`src/rtl/spi_reg_pkg.sv`:
```
// spi_reg_pkg: opcodes, FSM states and framing constants shared by the SPI register slave
package spi_reg_pkg;
  localparam logic [7:0] OP_WRITE     = 8'h02;
  localparam logic [7:0] OP_READ      = 8'h0B;
  localparam logic [7:0] OP_READ_REG1 = 8'h07;
  localparam int DUMMY_CYCLES = 8;
  typedef enum logic [2:0] {
    ST_IDLE, ST_CMD, ST_ADDR, ST_DUMMY, ST_WDATA, ST_RDATA, ST_IGNORE
  } state_t;
endpackage

```
`src/rtl/spi_pin_sync.sv`:
```
// spi_pin_sync: multi-stage synchronizer with registered rise/fall edge strobes
module spi_pin_sync #(
  parameter int STAGES = 2
) (
  input  logic clk_i,
  input  logic rst_ni,
  input  logic d,
  output logic q,
  output logic rise,
  output logic fall
);
  logic [STAGES-1:0] sync;
  logic prev;
  assign q = sync[STAGES-1];
  // All stages reset low so a pin already low at reset release never looks like a falling edge
  always_ff @(posedge clk_i or negedge rst_ni) begin
    if (!rst_ni) begin
      sync <= '0;
      prev <= 1'b0;
      rise <= 1'b0;
      fall <= 1'b0;
    end else begin
      sync <= {sync[STAGES-2:0], d};
      prev <= q;
      rise <= q & ~prev;
      fall <= ~q & prev;
    end
  end
endmodule

```
`src/rtl/spi_reg_slave.sv`:
```
// spi_reg_slave: oversampled mode-0 SPI slave turning host frames into register-port reads/writes
module spi_reg_slave
  import spi_reg_pkg::*;
#(
  parameter int NUM_REGS    = 16,
  parameter int SYNC_STAGES = 2
) (
  input  logic                        clk_i,
  input  logic                        rst_ni,
  input  logic                        spi_sclk,
  input  logic                        spi_cs,
  input  logic                        spi_sdi0,
  output logic                        spi_sdo0,
  output logic                        spi_sdo_oe,
  output logic [1:0]                  spi_mode,
  output logic [$clog2(NUM_REGS)-1:0] reg_addr,
  output logic                        reg_we,
  output logic [31:0]                 reg_wdata,
  output logic                        reg_re,
  input  logic [31:0]                 reg_rdata
);
  localparam int AW = $clog2(NUM_REGS);
  logic sclk_q, sclk_rise, sclk_fall;
  logic cs_q, cs_rise, cs_fall;
  logic sdi_q, sdi_rise, sdi_fall;
  logic unused_ok;
  state_t state;
  logic [5:0] cnt;
  logic [30:0] sr_in;
  logic [31:0] sr_out;
  logic [7:0] byte_in;
  logic op_wr, load;

  spi_pin_sync #(.STAGES(SYNC_STAGES)) u_sclk (.clk_i(clk_i), .rst_ni(rst_ni), .d(spi_sclk), .q(sclk_q), .rise(sclk_rise), .fall(sclk_fall));
  spi_pin_sync #(.STAGES(SYNC_STAGES)) u_cs   (.clk_i(clk_i), .rst_ni(rst_ni), .d(spi_cs),   .q(cs_q),   .rise(cs_rise),   .fall(cs_fall));
  spi_pin_sync #(.STAGES(SYNC_STAGES)) u_sdi  (.clk_i(clk_i), .rst_ni(rst_ni), .d(spi_sdi0), .q(sdi_q),  .rise(sdi_rise),  .fall(sdi_fall));

  assign unused_ok = ^{sclk_q, cs_rise, sdi_rise, sdi_fall};
  assign spi_mode  = 2'b00;
  assign byte_in   = {sr_in[6:0], sdi_q};

  // Frame FSM: shifts on sclk edges, issues strobes, and loads read data the cycle after reg_re
  always_ff @(posedge clk_i or negedge rst_ni) begin
    if (!rst_ni) begin
      state      <= ST_IDLE;
      cnt        <= '0;
      sr_in      <= '0;
      sr_out     <= '0;
      op_wr      <= 1'b0;
      load       <= 1'b0;
      spi_sdo0   <= 1'b0;
      spi_sdo_oe <= 1'b0;
      reg_addr   <= '0;
      reg_we     <= 1'b0;
      reg_wdata  <= '0;
      reg_re     <= 1'b0;
    end else begin
      reg_we <= 1'b0;
      reg_re <= 1'b0;
      load   <= reg_re;
      if (cs_q) begin
        state      <= ST_IDLE;
        cnt        <= '0;
        spi_sdo0   <= 1'b0;
        spi_sdo_oe <= 1'b0;
      end else if (state == ST_IDLE) begin
        if (cs_fall) begin
          state <= ST_CMD;
          cnt   <= '0;
        end
      end else if (sclk_rise) begin
        sr_in <= {sr_in[29:0], sdi_q};
        case (state)
          ST_CMD: begin
            cnt <= cnt + 6'd1;
            if (cnt == 6'd7) begin
              cnt   <= '0;
              op_wr <= byte_in == OP_WRITE;
              state <= (byte_in == OP_WRITE || byte_in == OP_READ) ? ST_ADDR :
                       byte_in == OP_READ_REG1 ? ST_RDATA : ST_IGNORE;
              if (byte_in == OP_READ_REG1) begin
                reg_addr <= AW'(1);
                reg_re   <= 1'b1;
              end
            end
          end
          ST_ADDR: begin
            cnt <= cnt + 6'd1;
            if (cnt == 6'd7) begin
              cnt      <= '0;
              reg_addr <= byte_in[AW-1:0];
              reg_re   <= !op_wr;
              state    <= op_wr ? ST_WDATA : ST_DUMMY;
            end
          end
          ST_DUMMY: begin
            cnt <= cnt + 6'd1;
            if (cnt == 6'(DUMMY_CYCLES - 1)) begin
              cnt   <= '0;
              state <= ST_RDATA;
            end
          end
          ST_WDATA: begin
            cnt <= cnt + 6'd1;
            if (cnt == 6'd31) begin
              cnt       <= '0;
              reg_wdata <= {sr_in, sdi_q};
              reg_we    <= 1'b1;
              state     <= ST_IGNORE;
            end
          end
          default: ;
        endcase
      end else if (sclk_fall && state == ST_RDATA) begin
        spi_sdo0 <= sr_out[31];
        sr_out   <= {sr_out[30:0], 1'b0};
      end
      if (load && !cs_q) begin
        sr_out     <= reg_rdata;
        spi_sdo_oe <= 1'b1;
      end
    end
  end
endmodule

```
`config.mk`:
```
export PLATFORM = sky130hd
export DESIGN_NAME = spi_reg_slave
export DESIGN_NICKNAME = d
export VERILOG_FILES = /design/src/rtl/spi_reg_pkg.sv /design/src/rtl/spi_pin_sync.sv /design/src/rtl/spi_reg_slave.sv
export SDC_FILE = /design/constraint.sdc
export NUM_CORES = 1
export LEC_CHECK = 0
export CAP_MARGIN = 20
export CORE_AREA = 2 2 163 101
export CTS_CLUSTER_SIZE = 40
export DETAILED_ROUTE_END_ITERATION = 6
export DIE_AREA = 0 0 165 103
export GPL_ROUTABILITY_DRIVEN = 0
export SETUP_SLACK_MARGIN = 0.3
export SYNTH_ARGS = -nofsm -noshare
export SYNTH_HDL_FRONTEND = slang
export SYNTH_SLANG_ARGS = --single-unit
```
`constraint.sdc`:
```
create_clock -name clk_i -period 2.1 [get_ports clk_i]
set_input_delay 0.42 -clock clk_i [delete_from_list [all_inputs] [get_ports clk_i]]
set_output_delay 0.42 -clock clk_i [all_outputs]
set_load 0.01 [all_outputs]
```
# ---- Yosys cells after proc, flatten, opt, wreduce, memory -nomap -nowiden
# Cells that the tools add are included.
dict set report classes {
  n_addsub 1
  eq_ne 23
  muxes 46
  bitwise_logic 7
  reduce_logical 22
}
# op count
set ops {}
lappend ops {{two-way mux 32 bit} 5}
lappend ops {{two-way mux 6 bit} 6}
lappend ops {{two-way mux 3 bit} 10}
lappend ops {{two-way mux 1 bit} 17}
lappend ops {{inequality test 4 x 3 -> 1 bit (second input constant)} 4}
lappend ops {{AND reduction 7 bit} 2}
lappend ops {{two-way mux 4 bit} 3}
lappend ops {{one-hot mux 3 bit (4 select lines)} 1}
lappend ops {{one-hot mux 6 bit (2 select lines)} 1}
lappend ops {{inequality test 2 bit (second input constant)} 5}
lappend ops {{AND reduction 5 bit} 2}
lappend ops {{AND reduction 3 bit} 3}
lappend ops {{== test 8 x 2 -> 1 bit (second input constant)} 1}
lappend ops {{== test 8 x 3 -> 1 bit (second input constant)} 1}
lappend ops {{== test 8 x 4 -> 1 bit (second input constant)} 1}
lappend ops {{one-hot mux 4 bit (2 select lines)} 1}
lappend ops {{nonzero test 2 bit} 4}
lappend ops {{adder 6 x 1 -> 6 bit (second input constant)} 1}
lappend ops {{== test 3 x 2 -> 1 bit (second input constant)} 2}
lappend ops {{== test 3 bit (second input constant)} 2}
lappend ops {{== test 6 x 3 -> 1 bit (second input constant)} 1}
lappend ops {{== test 6 x 5 -> 1 bit (second input constant)} 1}
lappend ops {{inequality test 2 x 1 -> 1 bit (second input constant)} 3}
lappend ops {{nonzero test 6 bit} 1}
lappend ops {{14 further kinds} 21}
dict set report totals {
  reg_bits 125
  out_inout_bits 42
  elab_cells 119
}

# ---- Depth between registers and ports, before layout
dict set report logic_depth {
  depth_word 8
  ltp_mapped 7
  mapped_depth_nobuf 6
}

# ---- Hierarchy
# A second synthesis with hierarchy kept.
dict set report hier_totals {
  cells_unflattened 508
  hier_area_um2 5587.9
}
# module n_inst cells_each area_each_um2
set by_module_without_submodules {}
lappend by_module_without_submodules {spi_reg_slave 1 487 5167.5}
lappend by_module_without_submodules {spi_pin_sync 3 7 140.1}

# ---- Worst setup path before layout
# Ideal clock, no wire load.
dict set report synth_path {
  path_type {register to register}
  start {register cnt[0]}
  end {register reg_wdata[10]}
  setup_ps 125
  arrival_time_ps 1902
  setup_slack_ps 72
  path_stages_with_launch 7
  path_buffers 1
  synth_period_minus_slack_ps 2028
  path_cell_list {dfrtp_1 ha_1 nand3b_1 or4_4 nor2_8 buf_8 mux2_4}
}
dict set report synth_via {
  elab_chain_cells 2
}
# element line_no
set synth_rtl {}
lappend synth_rtl {{from (decl)} spi_reg_slave.sv:28} ;# logic [5:0] cnt;
lappend synth_rtl {{from (signal assigned)} spi_reg_slave.sv:75} ;# cnt <= cnt + 6'd1;
lappend synth_rtl {{from (signal assigned)} spi_reg_slave.sv:88} ;# cnt <= cnt + 6'd1;
lappend synth_rtl {{from (signal assigned)} spi_reg_slave.sv:97} ;# cnt <= cnt + 6'd1;
lappend synth_rtl {{== test 6 x 5 -> 1 bit} spi_reg_slave.sv:105} ;# if (cnt == 6'd31) begin
lappend synth_rtl {{AND reduction 5 bit (no line)} n/a}
lappend synth_rtl {{to (signal assigned)} spi_reg_slave.sv:107} ;# reg_wdata <= {sr_in, sdi_q};
lappend synth_rtl {{to (decl)} spi_reg_slave.sv:18} ;# output logic [31:0] reg_wdata,
# No other way between the ends.
# A chain may end at the register's enable or synchronous reset.

# ---- Worst setup path after layout
dict set report layout_path {
  start {register state[1]}
  end {register reg_wdata[23]}
}
dict set report layout_via {
  elab_chain_cells 3
}
# element line_no
set layout_rtl {}
lappend layout_rtl {{from (decl)} spi_reg_slave.sv:27} ;# state_t state;
lappend layout_rtl {{from (signal assigned)} spi_reg_slave.sv:79} ;# state <= (byte_in == OP_WRITE || byte_in == OP_READ) ? ST_ADDR :
lappend layout_rtl {{from (signal assigned)} spi_reg_slave.sv:93} ;# state <= op_wr ? ST_WDATA : ST_DUMMY;
lappend layout_rtl {{logical NOT 3 bit} spi_reg_slave.sv:66} ;# end else if (state == ST_IDLE) begin
lappend layout_rtl {{NOT 1 bit (no line)} n/a}
lappend layout_rtl {{AND reduction 5 bit (no line) (*)} n/a}
# Every way passes the cells marked *; elsewhere a longest branch is shown, timed or not.

==> impl_metrics.csv <==
group,metric,value,unit
die,die_w,165,um
global_route,grt_pass1_vias,3708,
placed_design,placed_cells,762,
worst_setup_path,rr_worst_depth,5,
synthesis,syn_avg_cell_area,11.1,um2
power,power.density,780,mW/mm2
power,p_switching,1.46,mW
placed_design,dpl.hpwl,7.45,mm
route,drtAntennaViolNets,0,
power,power,5.90,mW
timing,finalCritPeriodShare,0.965,
route,first_pass_iters,4,
route,drt_iter0_markers,216,
final_layout,post-route-util,0.481,
power,p_leak,3.54,nW
synthesis,ys_async_sr_fraction,1.00,
synthesis,yosysUniqueCellTypes,45,
die,row_count,36,
route,drt-wirelength-per-cell,15.5,um
final_layout,layout-drive-gt1-share,0.235,
route,via_per_inst,4.66,
route,drc,0,
global_route,grt_max_degree,66,
power,switching_share,0.247,
die,die_area,0.0170,mm2
run_status,status,"completed",
route,drt-total-wl,12.6,mm
global_route,antenna_found_initial,0,
placed_design,place_area,0.00646,mm2
cts,cts_buffer_depth,2,
final_layout,layout.nets,630,
placed_design,io_buffers,76,
final_layout,mostFrequentLayoutCells,"125 x dfrtp_1, 107 x nand2_1, 63 x clkdlybuf4s50_1",
die,ios,79,
power,p_int,4.44,mW
timing,min_period,2.03,ns
final_layout,layout_commonest_cell,"dfrtp_1",
power,comb_power_share,0.061,
timing,setup_tns,0,ns
worst_setup_path,crit_path_start,"state[1]",
power,ir_worst_vdd,0.000439,V
hold_path,hold_path_class,"input port to async pin",
final_layout,fin_cells,814,
global_route,track_usage,0.147,
worst_setup_path,path_max_fanout,10,
worst_setup_path,r2r_start,"state[1]",
synthesis,seq_area_frac_synth,0.584,
run,cap_violations,0,
worst_setup_path,worst_setup_path_start_kind,"flop",
cts,cts_root_buf,"clkbuf_16",
synthesis,synth_edf_count,0,
cts,clock_latency,0.41,ns
timing,setup_violations,0,
worst_setup_path,crit-reg2reg-capture,"reg_wdata[23]",
synthesis,ys.flop_type,"dfrtp_1",
timing,final_hold_viol_count,0,
cts,cts_tree,"yes",
synthesis,syn-cell-area,0.00536,mm2
final_layout,nFillCells,1370,
worst_setup_path,crit_arrival,2.32,ns
synthesis,synth_cells,482,
worst_setup_path,cp.required,2.40,ns
die,coreArea,0.0157,mm2
final_layout,antenna_cells,0,
power,seq_power_share,0.425,
timing,skew,0.00965,ns
global_route,grt_pass1_wl,19.3,mm
worst_setup_path,crit_path_end_kind,"flop",
cts,cts_buffers,17,
timing,max_freq,493,MHz
worst_setup_path,path_class,"flop to flop",
cts,h-tree-depth,4,
timing,rsz0062_at_grt,"yes",
route,num_vias,3795,
synthesis,synth_warnings,0,
worst_setup_path,reg2reg_setup_slack,0.07,ns
final_layout,stdcell_area,0.00756,mm2
power,clock_power_share,0.515,
timing,maxSlewViolCount,0,
die,fp.dieH,103,um
cts,cts.clk_slew.worst_paths,0.06,ns
die,start_util,0.341,
synthesis,yosys_register_bits,125,
cts,cts.sinks,125,
global_route,grt-ovfl-total,0,
final_layout,area_growth,41.0,%
## per-stage QoR
stage | setup slack [ns] | hold WS [ns]
after detailed placement | 0.0480 | 0.336
after CTS | 0.0342 | 0.0306
after global placement | 0.0782 | 0.334
after global routing | 0.0284 | 0.0393
after floorplan | 0.0746 | 0.124
final | 0.0734 | 0.0165
## cell type report
cell class	count	area, um2	area share
Clock inverter	15	193	0.0255
Multi-Input combinational cell	322	2200	0.291
Inverter	10	37.5	0.00497
Tap cell	209	262	0.0346
Sequential cell	125	3130	0.414
Timing Repair Buffer	116	1320	0.174
Clock buffer	17	425	0.0563
## critical path, cell delays in order (launching register included)
cell and delay [ns]:
dfrtp_1 0.38, or2_4 0.26, or4_4 0.58, nor2_8 0.21
buf_12 0.18, mux2_4 0.30
## state kept, by name, summed over array words and instances (netlist names), 2 cells and up
name         flops
state            3
cnt              6
sr_out          32
u_cs.sync        2
reg_wdata       32
u_sdi.sync       2
u_sclk.sync      2
sr_in           31
reg_addr         4
## logic make-up (layout without fill, tap and decap cells)
kind of cell	after synthesis	after routing	share of synthesized area
XOR/XNOR	3	3	0.00490
AND/OR/NAND/NOR	186	186	0.153
adder cells (fa/ha/maj)	1	1	0.00233
other	1	2	0.000700
flip-flops	125	125	0.584
multiplexers	66	66	0.152
buffers and inverters	36	158	0.0353
AO/OA/AOI/OAI	64	64	0.0682
## power groups by stage
stage,Clock [mW],Sequential (mW),Combinational [mW]
floorplan,0,2.53,0.151
global placement,0,2.55,0.307
detailed placement,0,2.55,0.315
CTS,3.12,2.50,0.332
global route,3.25,2.51,0.397
finish,3.04,2.50,0.358
## synthesized netlist by cell type (3+ instances only)
cell	count	share of area
a21oi_1	39	0.036
buf_2	4	0.0037
buf_8	3	0.0084
clkbuf_1	14	0.0098
dfrtp_1	125	0.58
inv_1	10	0.0070
mux2_2	3	0.0063
mux2_4	30	0.084
mux2i_1	33	0.062
nand2_1	107	0.075
nand4b_1	3	0.0049
nor2_1	46	0.032
nor2b_1	4	0.0047
nor3_1	4	0.0037
o21ai_0	13	0.012
xor2_1	3	0.0049
## how the worst max path moves through the flow
stage / end / slack, ns / cells past startpoint
2_1_floorplan: reg_wdata[10] / 0.07 / 6
3_3_place_gp: reg_wdata[0] / 0.08 / 5
3_5_place_dp: reg_wdata[0] / 0.05 / 6
4_1_cts: reg_wdata[27] / 0.03 / 5
5_1_grt: reg_wdata[26] / 0.03 / 5
6_report: reg_wdata[23] / 0.07 / 5
## layer usage
| metal | GRT usage | share of wire | up-vias |
|---|---|---|---|
| met5 | 0 | 0 | - |
| met4 | 0.0522 | 0.0081 | 0 |
| met3 | 0.0362 | 0.034 | 10 |
| met2 | 0.207 | 0.46 | 74 |
| met1 | 0.219 | 0.50 | 1867 |
| li1 | - | - | 1844 |
## what timing repair did
action | 4_1_cts | 5_1_grt
endpoints found under the hold margin | 0 | 0
pin swaps | 7 | 5
cloned | 2 | 6
hold buffers | 0 | 0
buffers inserted | 4 | 8
resized for setup | 10 | 49
endpoints found under the setup margin | 45 | 90
Power figures use the tool's default switching activity.
